`config.mk`:
```
export PLATFORM = sky130hd
export DESIGN_NAME = awgn_stats_monitor
export DESIGN_NICKNAME = d
export VERILOG_FILES = /design/src/rtl/awgn_mon_pkg.sv /design/src/rtl/awgn_mon_sq_acc.sv /design/src/rtl/awgn_stats_monitor.sv
export SDC_FILE = /design/constraint.sdc
export NUM_CORES = 2
export LEC_CHECK = 0
export ABC_AREA = 1
export ABC_CLOCK_PERIOD_IN_PS = 22400
export CAP_MARGIN = 20
export CORE_MARGIN = 2
export CORE_UTILIZATION = 45
export CTS_BUF_LIST = sky130_fd_sc_hd__clkbuf_16
export CTS_CLUSTER_SIZE = 24
export DETAILED_ROUTE_END_ITERATION = 8
export HOLD_SLACK_MARGIN = 0.06
export PLACE_DENSITY = 0.61
export REMOVE_ABC_BUFFERS = 1
export SYNTH_ARGS = -nofsm -noshare
export SYNTH_HDL_FRONTEND = slang
export SYNTH_SLANG_ARGS = --single-unit
```
`constraint.sdc`:
```
create_clock -name clk -period 22.4 [get_ports clk]
set_clock_uncertainty 0.2 [all_clocks]
set_input_delay 4.48 -clock clk [delete_from_list [all_inputs] [get_ports clk]]
set_output_delay 4.48 -clock clk [all_outputs]
set_load 0.02 [all_outputs]
```
`src/rtl/awgn_mon_pkg.sv`:
```
// awgn_mon_pkg: shared state encoding, default format and accumulator width helpers for the AWGN monitor
package awgn_mon_pkg;
  typedef enum logic [2:0] {IDLE, ACCUM, CALC1, CALC2, HOLD} state_t;
  localparam int FRAC_DEF = 11;
  function automatic int sum_w(input int dw, input int l);
    return dw + l + 1;
  endfunction
  function automatic int sumsq_w(input int dw, input int l);
    return 2 * dw + l;
  endfunction
endpackage

```
`src/rtl/awgn_mon_sq_acc.sv`:
```
// awgn_mon_sq_acc: one lane's running sum and running sum of squares over a full window
module awgn_mon_sq_acc
  import awgn_mon_pkg::*;
#(
  parameter int DW = 16,
  parameter int LOG2_N = 10
) (
  input  logic                                 clk,
  input  logic                                 reset,
  input  logic                                 clr,
  input  logic                                 en,
  input  logic signed [DW-1:0]                 x,
  output logic signed [sum_w(DW, LOG2_N)-1:0]  sum,
  output logic [sumsq_w(DW, LOG2_N)-1:0]       sumsq
);
  localparam int SW = sum_w(DW, LOG2_N);
  localparam int QW = sumsq_w(DW, LOG2_N);
  localparam int PW = 2 * DW;
  logic [PW-1:0] sq;
  assign sq = PW'(x) * PW'(x);
  // accumulate sign-extended sample and zero-extended square while enabled
  always_ff @(posedge clk) begin
    if (!reset || clr) begin
      sum   <= '0;
      sumsq <= '0;
    end else if (en) begin
      sum   <= sum + {{(SW-DW){x[DW-1]}}, x};
      sumsq <= sumsq + {{(QW-PW){1'b0}}, sq};
    end
  end
endmodule

```
`src/rtl/awgn_stats_monitor.sv`:
```
// awgn_stats_monitor: windowed sum, sum of squares, mean and variance of two AWGN lanes; AWGN_MON_PEAK_EN adds peak tracking
module awgn_stats_monitor
  import awgn_mon_pkg::*;
#(
  parameter int DW = 16,
  parameter int FRAC = FRAC_DEF,
  parameter int LOG2_N = 10
) (
  input  logic                          clk,
  input  logic                          reset,
  input  logic                          start,
  input  logic                          in_valid,
  input  logic signed [DW-1:0]          x0,
  input  logic signed [DW-1:0]          x1,
  output logic                          busy,
  output logic                          res_valid,
  input  logic                          res_ready,
  output logic signed [DW+LOG2_N:0]     sum_out,
  output logic [2*DW+LOG2_N-1:0]        sumsq_out,
  output logic signed [DW-1:0]          mean_out,
  output logic [2*DW-1:0]               var_out
`ifdef AWGN_MON_PEAK_EN
  ,
  output logic signed [DW-1:0]          peak_max_out,
  output logic signed [DW-1:0]          peak_min_out
`endif
);
  localparam int SW = sum_w(DW, LOG2_N);
  localparam int QW = sumsq_w(DW, LOG2_N);
  localparam int PW = 2 * DW;
  if (FRAC >= DW) begin : g_frac_chk
    $error("FRAC must be smaller than DW");
  end
  state_t state, state_n;
  logic [LOG2_N-1:0] cnt;
  logic hs, clr, en;
  logic signed [SW-1:0] s0, s1, acc_sum;
  logic [QW-1:0] q0, q1, acc_sq;
  logic [PW-1:0] msq, mm;
  logic [PW:0] diff;
  assign hs        = state == HOLD && res_ready;
  assign clr       = start && (state == IDLE || hs);
  assign en        = state == ACCUM && in_valid;
  assign busy      = state == ACCUM || state == CALC1 || state == CALC2;
  assign res_valid = state == HOLD;
  assign acc_sum   = s0 + s1;
  assign acc_sq    = q0 + q1;
  assign mm        = PW'(mean_out) * PW'(mean_out);
  assign diff      = {1'b0, msq} - {1'b0, mm};
  awgn_mon_sq_acc #(.DW(DW), .LOG2_N(LOG2_N)) u_x0 (
    .clk(clk), .reset(reset), .clr(clr), .en(en), .x(x0), .sum(s0), .sumsq(q0)
  );
  awgn_mon_sq_acc #(.DW(DW), .LOG2_N(LOG2_N)) u_x1 (
    .clk(clk), .reset(reset), .clr(clr), .en(en), .x(x1), .sum(s1), .sumsq(q1)
  );
  // next state: window runs until the pair at the last count is accepted
  always_comb begin
    state_n = state;
    case (state)
      IDLE:    state_n = start ? ACCUM : IDLE;
      ACCUM:   state_n = (en && &cnt) ? CALC1 : ACCUM;
      CALC1:   state_n = CALC2;
      CALC2:   state_n = HOLD;
      HOLD:    state_n = hs ? (start ? ACCUM : IDLE) : HOLD;
      default: state_n = IDLE;
    endcase
  end
  // state register and accepted-pair counter
  always_ff @(posedge clk) begin
    if (!reset) begin
      state <= IDLE;
      cnt   <= '0;
    end else begin
      state <= state_n;
      cnt   <= clr ? '0 : en ? cnt + 1'b1 : cnt;
    end
  end
  // result registers: mean and mean square in CALC1, clamped variance in CALC2
  always_ff @(posedge clk) begin
    if (!reset) begin
      sum_out   <= '0;
      sumsq_out <= '0;
      mean_out  <= '0;
      msq       <= '0;
      var_out   <= '0;
    end else begin
      if (state == CALC1) begin
        sum_out   <= acc_sum;
        sumsq_out <= acc_sq;
        mean_out  <= acc_sum[DW+LOG2_N:LOG2_N+1];
        msq       <= {1'b0, acc_sq[QW-1:LOG2_N+1]};
      end
      if (state == CALC2) var_out <= diff[PW] ? '0 : diff[PW-1:0];
    end
  end
`ifdef AWGN_MON_PEAK_EN
  logic signed [DW-1:0] hi, lo;
  assign hi = x0 > x1 ? x0 : x1;
  assign lo = x0 > x1 ? x1 : x0;
  // running extremes over both lanes, preset to the opposite rails at window start
  always_ff @(posedge clk) begin
    if (!reset) begin
      peak_max_out <= '0;
      peak_min_out <= '0;
    end else if (clr) begin
      peak_max_out <= {1'b1, {(DW-1){1'b0}}};
      peak_min_out <= {1'b0, {(DW-1){1'b1}}};
    end else if (en) begin
      peak_max_out <= hi > peak_max_out ? hi : peak_max_out;
      peak_min_out <= lo < peak_min_out ? lo : peak_min_out;
    end
  end
`endif
endmodule

```
After elaboration in Yosys (flattened, before gate mapping)
Index checks and enable logic that the tools add are counted.
{"block": "op_classes", "add_sub_neg": 8, "multipliers": 3, "eq_ne": 4, "n_mux": 5, "n_bitwise": 1, "n_reduce_logical": 12}
{"op": "16-bit by 16-bit multiplier with 32-bit output", "count": 3}
{"op": "42-bit by 32-bit adder with 42-bit output", "count": 2}
{"op": "27-bit adder", "count": 3}
{"op": "42-bit adder", "count": 1}
{"op": "31-bit by 32-bit subtractor with 33-bit output", "count": 1}
{"op": "32-bit two-way mux", "count": 1}
{"op": "3-bit case mux with 5 select lines", "count": 1}
{"op": "10-bit by 1-bit adder with 10-bit output, second input constant", "count": 1}
{"op": "10-bit AND reduction", "count": 1}
{"op": "3-bit by 2-bit equality test with 1-bit output, second input constant", "count": 2}
{"op": "1-bit logical AND", "count": 4}
{"op": "1-bit logical OR", "count": 4}
{"op": "3-bit by 1-bit equality test with 1-bit output, second input constant", "count": 1}
{"op": "3-bit equality test, second input constant", "count": 1}
{"op": "3-bit logical NOT", "count": 1}
{"op": "3-bit two-way mux", "count": 1}
{"op": "2-bit two-way mux", "count": 1}
{"op": "2-bit OR reduction", "count": 1}
{"op": "1-bit logical NOT", "count": 1}
{"op": "1-bit two-way mux", "count": 1}
{"op": "1-bit inverter", "count": 1}
{"block": "totals", "ff_bits": 299, "in_bits": 37, "out_inout_bits": 119, "wordCells": 44}

Longest topological paths before layout
{"block": "logic_depth", "depth_word": 5, "ltp_mapped": 40}

Modules after synthesis
From an unflattened synthesis, not the netlist that was laid out.
{"block": "unflattened", "hier_cells": 7924, "hier_area_um2": 53832.9}
{"module": "awgn_stats_monitor", "n_inst": 1, "cells_per_inst": 3075, "area_each_um2": 20793.7, "seq_area_each_um2": 2282.2}
{"module": "awgn_mon_sq_acc (u_x0)", "n_inst": 1, "cells_per_inst": 2446, "area_each_um2": 16641.0, "seq_area_each_um2": 1381.3}
{"module": "awgn_mon_sq_acc (u_x1)", "n_inst": 1, "cells_per_inst": 2403, "area_each_um2": 16398.2, "seq_area_each_um2": 1381.3}

Worst setup path before layout
No wires, ideal clock.
{"block": "synth_path", "kind": "input port to flip-flop", "start": "input port x0[1]", "end": "register u_x0.sumsq[39]", "setup_ns": 0.113, "arrival_time_ns": 10.949, "t_required_ns": 22.087, "path_slack_ns": 11.138, "stages": 33, "n_path_buf": 2, "path_cell_list": "clkbuf_1 -> clkbuf_1 -> nand2_1 -> inv_1 -> fa_1 -> inv_1 -> fa_1 -> inv_1 -> fa_1 -> inv_1 -> fa_1 -> fa_1 -> fa_1 -> inv_1 -> ha_1 -> inv_1 -> nor3_1 -> inv_1 -> o221a_2 -> nand3_1 -> nand2_1 -> ha_1 -> nand2_1 -> nor2_1 -> inv_1 -> nor2_1 -> inv_1 -> nor3_1 -> nand3_1 -> nand3_1 -> nand2_1 -> nor2_1 -> nor2_1"}
{"block": "synth_via", "elab_chain_len": 2}
{"item": "start, declared", "line": "awgn_stats_monitor.sv:13", "source": "input logic signed [DW-1:0] x0,"}
{"item": "16-bit by 16-bit multiplier with 32-bit output", "line": "awgn_mon_sq_acc.sv:20", "source": "assign sq = PW'(x) * PW'(x);"}
{"item": "42-bit by 32-bit adder with 42-bit output", "line": "awgn_mon_sq_acc.sv:28", "source": "sumsq <= sumsq + {{(QW-PW){1'b0}}, sq};"}
{"item": "end signal, assigned", "line": "awgn_mon_sq_acc.sv:28"}
{"item": "end, declared", "line": "awgn_mon_sq_acc.sv:14", "source": "output logic [sumsq_w(DW, LOG2_N)-1:0] sumsq"}
Every way passes these cells.
A chain may end at the register's enable or synchronous reset.

Final worst setup path
{"block": "layout_path", "start": "input port x0[12]", "end": "register u_x0.sumsq[30]"}
The elaborated chain is that of the path after synthesis.

==> results.json <==
{
  "max_freq_mhz": 80.5,
  "multi_input_area_um2": 39400,
  "overflow": 0,
  "drt-initial-drc-count": 2779,
  "setup_viol": 0,
  "io_buffers": 155,
  "start_kind": "input port",
  "initial_utilization_pct": 45.6,
  "worstHoldStart": "sum_out[2]$_SDFFE_PN0P_",
  "cp_common_cell": "nand2_1",
  "clk_pin_slew_ns": 0.06,
  "die_w_um": 345,
  "nFillCells": 11782,
  "synth_edf_count": 0,
  "regToRegSetupSlack_ns": 13.80,
  "antenna_found_initial": 2,
  "arrival_ns": 12.70,
  "wl_per_cell_um": 18.1,
  "grt_pass1_wl_um": 259000,
  "status": "finished, final reports clean",
  "cpPeakStageDelay_ns": 1.24,
  "die_y_um": 345,
  "vias_per_cell": 5.16,
  "cts_tree": "yes",
  "ios": 156,
  "ctsRootBufferMaster": "clkbuf_16",
  "synth_seq_cells": 252,
  "worstSetupPathType": "input port to flip-flop",
  "gp_congestion": 0.986,
  "core.rowCount": 124,
  "grt_use_total_pct": 27.8,
  "clkLatencyLatePin_ns": 0.59,
  "seq_area_um2": 5040,
  "hold_path_end": "sum_out[2]$_SDFFE_PN0P_",
  "cts_setup_buffers": 0,
  "synth_area_um2": 52200,
  "final_cell_mix": "inv_1, nand2_1, fa_1",
  "required_ns": 22.69,
  "worstReg2RegEnd": "var_out[23]$_SDFFE_PN0N_",
  "drv_cap": 0,
  "cts_buffers": 38,
  "critPathLaunch": "x0[12]",
  "area_growth_pct": 7.95,
  "dpl.hpwl_um": 139000,
  "cp-end-kind": "flip-flop",
  "tns_ns": 0,
  "cts_hold_buffers": 0,
  "grt_max_degree": 134,
  "worstReg2RegStart": "sum_out[22]$_SDFFE_PN0P_",
  "post-synth-top-area-fraction_pct": 27.5,
  "fin_nets": 8741,
  "hold_violations": 0,
  "clockBufferDepth": 3,
  "grt_pass1_vias": 46745,
  "ys_seq_area_share_pct": 9.66,
  "drtAntennaViolNets": 0,
  "firstDrtPassIters": 6,
  "cts_resized": 0,
  "worst_path_max_delay_cell": "clkdlybuf4s50_1",
  "hp-class": "flip-flop to flip-flop",
  "finalCritPeriodShare_pct": 55.4,
  "slew_headroom_pct": 21.6,
  "coreArea_um2": 115000,
  "yosysWarnings": 0,
  "wl_um": 164000,
  "cts_sinks": 252,
  "async_flop_share_pct": 0,
  "syn_inst": 7459,
  "r2r.worst_path.cells": 31,
  "ys.flop_type": "dfxtp_1",
  "avgSynthCellArea_um2": 7.00,
  "drc": 0,
  "ys_types": 55,
  "layout-drive-gt1-share_pct": 2.86,
  "drv_slew": 0,
  "rsz0062_at_grt": "false",
  "hold_depth": 2,
  "period_minus_slack_ns": 12.42,
  "worst_slew_pin_slew_ns": 1.17,
  "cts.htree.levels": 2,
  "synthTopCellsByArea": "fa_1, inv_1, ha_1, nand2_1, dfxtp_1",
  "cp_max_fo": 18,
  "vias": 46666,
  "yosys.area.top_type": "fa_1",
  "dieArea_um2": 119000,
  "final_common_cell": "inv_1"
}
==> synthesized netlist by cell type (all sizes together) (2+ instances only) <==
| library cell | count |
|---|---|
| nand3 | 305 |
| nand2 | 1550 |
| o211ai | 19 |
| ha | 484 |
| nand3b | 21 |
| nor4 | 17 |
| o21bai | 70 |
| a31o | 9 |
| nor2 | 677 |
| and3 | 2 |
| a211oi | 9 |
| and2 | 4 |
| inv | 1839 |
| buf | 45 |
| dfxtp | 252 |
| o221ai | 8 |
| nand4 | 72 |
| o221a | 2 |
| clkbuf | 145 |
| a31oi | 20 |
| clkinv | 6 |
| xnor2 | 75 |
| a21oi | 450 |
| a21o | 41 |
| a21boi | 16 |
| or2 | 18 |
| nor3 | 77 |
| o21ai | 336 |
| fa | 718 |
| o21a | 24 |
| xor2 | 135 |
| nor3b | 3 |
| o31ai | 6 |
==> state kept, by name, indices dropped and copies added, names as in the netlist <==
register / cells
var_out: 32
u_x0.sum: 27
sum_out: 27
u_x1.sumsq: 42
sumsq_out: 42
state: 3
u_x1.sum: 27
cnt: 10
u_x0.sumsq: 42
==> layer usage <==
layer / vias up / GRT usage [%] / wire length [µm]
met1: 22356 / 37.8 / 74500
li1: 22855 / - / -
met4: 4 / 10.0 / 6820
met5: - / 0 / 24
met2: 1207 / 46.6 / 75500
met3: 244 / 2.04 / 7270
==> metrics by stage <==
step / cells / instance area [µm²] / utilization (%) / hold slack, ns / setup WS [ns]
floorplan: 7269 / 51400 / - / 0.231 / 11.44
global placement: 8971 / 55100 / 48.1 / 0.244 / 9.45
detailed placement: 8971 / 55100 / 48.1 / 0.266 / 9.50
CTS: 9037 / 56300 / 49.1 / 0.277 / 10.11
global route: 9040 / 56400 / 49.2 / 0.284 / 9.47
finish: 9041 / 56400 / 49.2 / 0.273 / 9.98
==> critical path, delay by kind of cell <==
kind | cells | cell delay [ns]
AOI/OAI and AO/OA | 5 | 1.31
xor gates and xnor gates | 1 | 0.27
adders and majority gates | 8 | 3.85
buffers and inverters | 6 | 1.51
and+or+nand+nor | 11 | 1.26
==> final cells by class <==
cell class              count  area share, %
multi-input cells        5172           69.9
inverters                1845           12.3
repair buffers            193           3.32
diodes                      1        0.00444
flip-flops and latches    252           8.95
clock inverters            27          0.402
clock buffers              39           1.73
well taps                1512           3.36
==> cell families after synthesis <==
family,Yosys count,synth area share [%]
AOI/OAI and AO/OA,1013,11.1
xor gates and xnor gates,210,3.52
adders and majority gates,1202,39.1
buffers and inverters,2035,14.9
DFF,252,9.66
and+or+nand+nor,2747,21.8
==> worst max path at each step <==
stage / to / slack (ns) / cells after the start
2_1_floorplan: u_x0.sumsq[39]$_SDFFE_PP0P_ / 11.44 / 32
3_3_place_gp: u_x0.sumsq[30]$_SDFFE_PP0P_ / 9.45 / 33
3_5_place_dp: u_x0.sumsq[30]$_SDFFE_PP0P_ / 9.50 / 33
4_1_cts: u_x0.sumsq[30]$_SDFFE_PP0P_ / 10.11 / 33
5_1_grt: u_x1.sumsq[41]$_SDFFE_PP0P_ / 9.47 / 36
6_report: u_x0.sumsq[30]$_SDFFE_PP0P_ / 9.98 / 31
Power is left out: the tool's default activity adds up to more than one toggle a clock period on the data nets, which glitch-free logic cannot reach.
